$ cat src/rtl/collision_manager.sv
// Frame-synchronous collision controller: latches pixel hits during a frame, evaluates them
// at each frame boundary, and sequences lives, freeze, invulnerability and game over.
module collision_manager #(
    parameter int unsigned LIVES_INIT    = 3,
    parameter int unsigned LIVES_W       = 3,
    parameter int unsigned FREEZE_FRAMES = 60,
    parameter int unsigned INVULN_FRAMES = 120,
    parameter int unsigned CNT_W         = 8
) (
    input  logic               clk,
    input  logic               resetN,
    input  logic               startOfFrame,
    input  logic               bubbleHitChar,
    input  logic               arrowHitBubble,
    input  logic               restart,
    output logic               popBubble,
    output logic               arrowRetract,
    output logic               lifeLost,
    output logic [LIVES_W-1:0] lives,
    output logic               freeze,
    output logic               invulnerable,
    output logic               gameOver
);

    localparam logic [LIVES_W-1:0] LIVES_RST   = LIVES_W'(LIVES_INIT);
    localparam logic [LIVES_W-1:0] LIVES_ONE   = LIVES_W'(1);
    localparam logic [CNT_W-1:0]   FREEZE_LOAD = CNT_W'(FREEZE_FRAMES);
    localparam logic [CNT_W-1:0]   INVULN_LOAD = CNT_W'(INVULN_FRAMES);
    localparam logic [CNT_W-1:0]   CNT_ONE     = CNT_W'(1);

    typedef enum logic [1:0] {
        ST_PLAY      = 2'd0,
        ST_FREEZE    = 2'd1,
        ST_GAME_OVER = 2'd2
    } state_e;

    state_e             state_q, state_d;
    logic [LIVES_W-1:0] lives_q, lives_d;
    logic [CNT_W-1:0]   freeze_cnt_q, freeze_cnt_d;
    logic [CNT_W-1:0]   invuln_cnt_q, invuln_cnt_d;
    logic               char_latch_q, char_latch_d;
    logic               arrow_latch_q, arrow_latch_d;
    logic               pop_q, pop_d;
    logic               lost_q, lost_d;
    logic               freeze_q, freeze_d;
    logic               invuln_q, invuln_d;
    logic               game_over_q, game_over_d;
    logic               eff_char_c, eff_arrow_c;

    // State and output registers
    always_ff @(posedge clk or negedge resetN) begin
        if (!resetN) begin
            state_q       <= ST_PLAY;
            lives_q       <= LIVES_RST;
            freeze_cnt_q  <= '0;
            invuln_cnt_q  <= '0;
            char_latch_q  <= 1'b0;
            arrow_latch_q <= 1'b0;
            pop_q         <= 1'b0;
            lost_q        <= 1'b0;
            freeze_q      <= 1'b0;
            invuln_q      <= 1'b0;
            game_over_q   <= 1'b0;
        end else begin
            state_q       <= state_d;
            lives_q       <= lives_d;
            freeze_cnt_q  <= freeze_cnt_d;
            invuln_cnt_q  <= invuln_cnt_d;
            char_latch_q  <= char_latch_d;
            arrow_latch_q <= arrow_latch_d;
            pop_q         <= pop_d;
            lost_q        <= lost_d;
            freeze_q      <= freeze_d;
            invuln_q      <= invuln_d;
            game_over_q   <= game_over_d;
        end
    end

    // Next-state, frame evaluation and registered output decode
    always_comb begin
        state_d       = state_q;
        lives_d       = lives_q;
        freeze_cnt_d  = freeze_cnt_q;
        invuln_cnt_d  = invuln_cnt_q;
        char_latch_d  = 1'b0;
        arrow_latch_d = 1'b0;
        pop_d         = 1'b0;
        lost_d        = 1'b0;
        eff_char_c    = char_latch_q | bubbleHitChar;
        eff_arrow_c   = arrow_latch_q | arrowHitBubble;

        if (restart) begin
            state_d      = ST_PLAY;
            lives_d      = LIVES_RST;
            freeze_cnt_d = '0;
            invuln_cnt_d = '0;
        end else begin
            unique case (state_q)
                ST_PLAY: begin
                    if (startOfFrame) begin
                        pop_d = eff_arrow_c;
                        // Invulnerability is judged on the count held during the ending frame
                        if (invuln_cnt_q != '0) begin
                            invuln_cnt_d = invuln_cnt_q - CNT_ONE;
                        end else if (eff_char_c && (lives_q != '0)) begin
                            lost_d  = 1'b1;
                            lives_d = lives_q - LIVES_ONE;
                            if (lives_q == LIVES_ONE) begin
                                state_d = ST_GAME_OVER;
                            end else begin
                                state_d      = ST_FREEZE;
                                freeze_cnt_d = FREEZE_LOAD;
                            end
                        end
                    end else begin
                        char_latch_d  = eff_char_c;
                        arrow_latch_d = eff_arrow_c;
                    end
                end
                ST_FREEZE: begin
                    if (startOfFrame) begin
                        // A load of 0 or 1 both leave on the first boundary
                        if (freeze_cnt_q <= CNT_ONE) begin
                            state_d      = ST_PLAY;
                            freeze_cnt_d = '0;
                            invuln_cnt_d = INVULN_LOAD;
                        end else begin
                            freeze_cnt_d = freeze_cnt_q - CNT_ONE;
                        end
                    end
                end
                ST_GAME_OVER: begin
                    state_d = ST_GAME_OVER;
                end
                default: begin
                    state_d = ST_PLAY;
                end
            endcase
        end

        freeze_d    = (state_d != ST_PLAY);
        game_over_d = (state_d == ST_GAME_OVER);
        invuln_d    = (invuln_cnt_d != '0);
    end

    assign popBubble    = pop_q;
    assign arrowRetract = pop_q;
    assign lifeLost     = lost_q;
    assign lives        = lives_q;
    assign freeze       = freeze_q;
    assign invulnerable = invuln_q;
    assign gameOver     = game_over_q;

endmodule

$ cat config.mk
export PLATFORM = sky130hd
export DESIGN_NAME = collision_manager
export DESIGN_NICKNAME = d
export VERILOG_FILES = /design/src/rtl/collision_manager.sv
export SDC_FILE = /design/constraint.sdc
export NUM_CORES = 1
export LEC_CHECK = 0
export BUFFER_PORTS_ARGS = -buffer_cell sky130_fd_sc_hd__buf_2
export CAP_MARGIN = 20
export CORE_ASPECT_RATIO = 1.5
export CORE_UTILIZATION = 58
export CTS_CLUSTER_DIAMETER = 40
export DETAILED_ROUTE_END_ITERATION = 10
export GPL_ROUTABILITY_DRIVEN = 0
export PLACE_DENSITY_LB_ADDON = 0.1
export SLEW_MARGIN = 20
export SYNTH_ARGS = -nofsm -noshare
export SYNTH_HDL_FRONTEND = slang
export SYNTH_SLANG_ARGS = --single-unit
$ cat constraint.sdc
create_clock -name clk -period 2.7 [get_ports clk]
set_input_delay 0.54 -clock clk [delete_from_list [all_inputs] [get_ports clk]]
set_output_delay 0.54 -clock clk [all_outputs]
set_load 0.02 [all_outputs]
## After elaboration in Yosys (flattened, before gate mapping)

Cells that the tools add are included.

- Add/sub/neg operators: 3
- $lt $le $gt $ge: 1
- Multiplexer cells: 41
- Eq/ne operators: 10
- Reduce and logical (&&, ||, !) cells: 12
- Bitwise logic cells: 2

Operator list:

| operator | count |
|---|---|
| $mux W8 | 12 |
| $pmux W8 S2 | 2 |
| $reduce_bool A8 Y1 | 2 |
| $sub A8 B1 Y8 const B | 2 |
| $mux W3 | 5 |
| $ne A3 B3 Y1 const B | 5 |
| $mux W1 | 14 |
| $mux W2 | 7 |
| $le A8 B1 Y1 const B | 1 |
| $reduce_bool A2 Y1 | 4 |
| $pmux W2 S3 | 1 |
| $reduce_and A6 Y1 | 1 |
| $reduce_bool A3 Y1 | 2 |
| $eq A2 B2 Y1 const B | 2 |
| $reduce_and A4 Y1 | 1 |
| $eq A3 B1 Y1 const B | 1 |
| $sub A3 B1 Y3 const B | 1 |
| $eq A2 B1 Y1 const B | 1 |
| $logic_not A2 Y1 | 1 |
| $ne A2 B2 Y1 const B | 1 |
| $or A1 B1 Y1 | 2 |
| $logic_and A1 B1 Y1 | 1 |

- Register bits: 28
- Output and inout port bits: 9
- Logic and storage cells: 80
- Bits of input ports: 6

## Logic depth before layout (Yosys ltp)

- Depth in word-level cells: 8
- Mapped depth: 9
- Mapped depth without buffers: 8

## Least setup slack after synthesis

OpenSTA, ideal clock, no wires.

- Kind: register to register
- From: register invuln_cnt_q[3]
- To: register invuln_q (netlist: invulnerable)
- Required time: 2,564 ps
- Arrival time: 1,976 ps
- Clock period less this slack: 2,113 ps
- Path slack: 587 ps
- Buffers on the path: 0
- Stages on the path, launching flop included: 7
- Setup time: 136 ps
- Cell sequence: dfrtp_1 > or3_1 > or3_4 > a2111oi_2 > a2111oi_2 > nor4b_2 > nand4b_1

- Longest elaborated chain between the ends: 6
- Elaborated cells between the ends (all ways): 9
- Classes of those cells: 1 x add/sub; 6 x mux; 2 x reduce/logical

RTL lines:

| what | line | text |
|---|---|---|
| from (decl) | 40 | `logic [CNT_W-1:0] invuln_cnt_q, invuln_cnt_d;` |
| from (signal assigned) | 68 | `invuln_cnt_q <= invuln_cnt_d;` |
| $sub A8 B1 Y8 / $reduce_bool A8 Y1 (equally long branches) | 104, 103 |  |
| $mux W8 * | 103 | `if (invuln_cnt_q != '0) begin` |
| $mux W8 * | 100 | `if (startOfFrame) begin` |
| $pmux W8 S2 * | 98 | `unique case (state_q)` |
| $mux W8 * | 92 | `if (restart) begin` |
| via invuln_cnt_d[6] | 40 |  |
| $reduce_bool A8 Y1 * | 143 | `invuln_d = (invuln_cnt_d != '0);` |
| via invuln_d | 46 | `logic invuln_q, invuln_d;` |
| to (signal assigned) | 74 | `invuln_q <= invuln_d;` |
| to (decl) | 46 |  |

The timed path passes the listed nets; every way through them passes the cells marked *.
A chain may end at the register's enable or synchronous reset.

## Worst setup path after layout

- From: register invuln_cnt_q[2]
- To: register freeze_cnt_q[6]

- Longest elaborated chain between the ends: 3

RTL lines:

| what | line | text |
|---|---|---|
| $reduce_bool A8 Y1 | 103 |  |
| $ne A3 B3 Y1 (no source line) | - |  |
| $reduce_and A6 Y1 (no source line) | - |  |
| to (signal assigned) | 67 | `freeze_cnt_q <= freeze_cnt_d;` |
| to (decl) | 39 | `logic [CNT_W-1:0] freeze_cnt_q, freeze_cnt_d;` |

No other way between the ends.

==> flow_summary.toml <==
[run_status]
status = "completed"

[logic_synthesis]
avgSynthCellArea_um2 = 9.36
synth_common_cells = "26 x dfrtp_1, 26 x nor2_1, 11 x inv_1, 11 x nand2_1, 8 x nor3_1"
ys_seq_area_frac = 0.417
synth_area_leader_cell = "dfrtp_1"
synthDistinctLibCells = 53
synthesis.nets = 192
syn_area_um2 = 1690
ys_top_cells_by_area = "dfrtp_1 39%, nor2_1 5.8%, ha_1 4.5%"
syn-instance-count = 180
yosysWarnings = 0
synth_top_area_frac = 0.386
synth_edf_count = 0
synthFlopType = "dfrtp_1"
async_reset_ff_frac = 1.00
synth_seq_cells = 28

[finish]
nNetsFinal = 204
diodes = 0
design_area_um2 = 1820
drive_gt1_frac = 0.183
post-route-util = 0.671
area_delta_synth_final_pct = 7.72
fillers = 256

[floorplan]
die_h_um = 68.0
die_x_um = 46.0
initial_core_util = 0.623
core.rowCount = 23
pin_count = 15
die-area_um2 = 3130
design.core.area_um2 = 2710

[grt]
grt_antenna_before_repair = 0
grt_pass1_wl_um = 5990
grt_usage = 0.265
grt_max_degree = 29
grt_overflow_total = 0
grt_pass1_vias = 1366

[worst_setup_path]
critical_path_class = "register to register"
cp-start-kind = "register"
worstReg2RegEnd = "freeze_cnt_q[6]"
crit_top_cell = "or4_4"
worstPathArrival_ns = 2.57
crit_fanout = 15
critPathMaxStageDelay_ns = 0.58
worstPathRequired_ns = 2.90
reg2reg_depth = 6
cp.depth = 6
r2r_setup_slack_ns = 0.32
reg2reg_from = "invuln_cnt_q[2]"
crit_family = "simple AND/OR/NAND/NOR gates"
worst-path-buf-inv = 0
crit_slowest_cell = "or4_4"
crit_path_end_kind = "register"
critPathCapture = "freeze_cnt_q[6]"
path_cells = "or4_4 -> nor3_4 -> a41o_1 -> a21oi_2 -> or4_4 -> o211ai_2"
cp-startpoint = "invuln_cnt_q[2]"

[clocking]
cts_tree = "built"
post_cts_buffers = 0
cts_buffer_depth = 2
clk_pin_slew_ns = 0.09
htree_levels = 1
hold_buffers = 0
clock-root-buffer = "clkbuf_8"
clock-sinks = 28
cts_made_buffers = 3
insertion_delay_ns = 0.27
cts_resized = 0

[sta]
finalCritPeriodShare = 0.881
fin_crit_ns = 2.38
setup_viol = 0
timing.slew.headroom = 0.579
drv_slew = 0
tightest_slew_ns = 0.632
timing.fmax_mhz = 421
skew_ns = 0.00251
fin_setup_tns_ns = 0
rsz0062_at_grt = "false"
hold_violations = 0

[place]
port_buffers = 14
dpl.hpwl_um = 2680
dpl_cell_area_um2 = 1770

[min_path]
hp-class = "input pin to asynchronous set/reset pin"

[pwr]
power.switching_uw = 842
clockPowerShare = 0.118
p_comb_frac = 0.512
vdd_drop_max_uv = 620
internal-power_uw = 1070
powerDensity_nw_per_um2 = 1050
switching_share = 0.441
power.leakage_uw = 0.000856
seqPwrFrac = 0.369

[drt]
num_vias = 1402
drtAntennaViolNets = 0
vias_per_cell = 6.15
wl_per_cell_um = 15.9
drc_errors = 0
drt_iter0_drc = 62
drtPass1Iterations = 5
wl_um = 3620

[flow_run]
cap_violations = 0
## sequential cells by signal, summed over array words and instances (netlist names)
name	flops
gameOver	1
freeze_cnt_q	8
char_latch_q	1
lives	3
lifeLost	1
state_q	2
invuln_cnt_q	8
arrowRetract	1
freeze	1
invulnerable	1
arrow_latch_q	1
## routing by layer
layer / wire length (um) / vias to the layer above / global-route usage
li1: - / 674 / -
met1: 1480 / 672 / 0.308
met2: 1910 / 41 / 0.477
met3: 130 / 15 / 0.0369
met4: 102 / 0 / 0.0993
met5: 0 / - / 0
## cell type report
class / count / area [um2] / share of cell area
multi-input cells: 134 / 910 / 0.501
flip-flops and latches: 28 / 703 / 0.387
repair buffers: 14 / 70.1 / 0.0386
well taps: 37 / 46.3 / 0.0255
clock buffers: 4 / 45.0 / 0.0248
inverters: 11 / 41.3 / 0.0227
## worst register-to-register path: stages (launching register included)
cell	delay, ns
dfrtp_1	0.44
or4_4	0.58
nor3_4	0.25
a41o_1	0.23
a21oi_2	0.17
or4_4	0.56
o211ai_2	0.07
## worst min-delay path by stage
| stage | to | cells after the start |
|---|---|---|
| after floorplan | arrowRetract | 0 |
| after global placement | freeze_cnt_q[1] | 2 |
| after detailed placement | freeze_cnt_q[1] | 2 |
| after CTS | freeze_cnt_q[1] | 1 |
| after global routing | freeze_cnt_q[0] | 1 |
| final | freeze_cnt_q[1] | 1 |
## kinds of logic (layout without fill, tap and decap cells)
kind of cell    Yosys count  count (layout)  synth area share
buf+inv                  18              29            0.0431
mux                       1               1           0.00594
xor+xnor                  3               3            0.0156
compound gates           38              38             0.168
flops                    28              28             0.417
simple gates             86              86             0.306
fa+ha+maj                 6               6            0.0445
## cell usage in the layout, fill, tap and decap left out, types with 2 or more instances in the layout
cell / count
inv_1: 11
or4_4: 3
o31ai_1: 5
o21ai_0: 7
nor3_1: 8
buf_2: 14
nor2_1: 26
or2_2: 2
nand3_1: 5
and3_1: 2
dfrtp_1: 26
a211o_1: 2
xnor2_1: 2
nand2_1: 11
or3_1: 4
a21o_1: 4
a2111oi_2: 2
ha_1: 6
nand4_1: 2
dfstp_2: 2
o21a_1: 2
clkbuf_8: 3
nor4_1: 4
a21oi_1: 6
or4_1: 2
nand2b_1: 4
## stage by stage
| stage | total power [uW] | cells | hold slack (ns) | setup WS, ns |
|---|---|---|---|---|
| CTS | 1900 | 228 | 0.288 | 0.359 |
| finish | 1910 | 228 | 0.270 | 0.323 |
| floorplan | 1450 | 180 | 0.244 | 0.587 |
| detailed placement | 1670 | 224 | 0.517 | 0.397 |
| global route | 2050 | 228 | 0.332 | 0.175 |
| global placement | 1630 | 224 | 0.483 | 0.440 |
## power groups by stage
stage                     clock [uW]  combinational [uW]  sequential, uW
after detailed placement           0                 960             708
after global routing             246                1080             723
after floorplan                    0                 753             697
after CTS                        234                 967             700
final                            226                 978             704
after global placement             0                 928             700
Note: power is estimated with default switching activity, not from simulation.
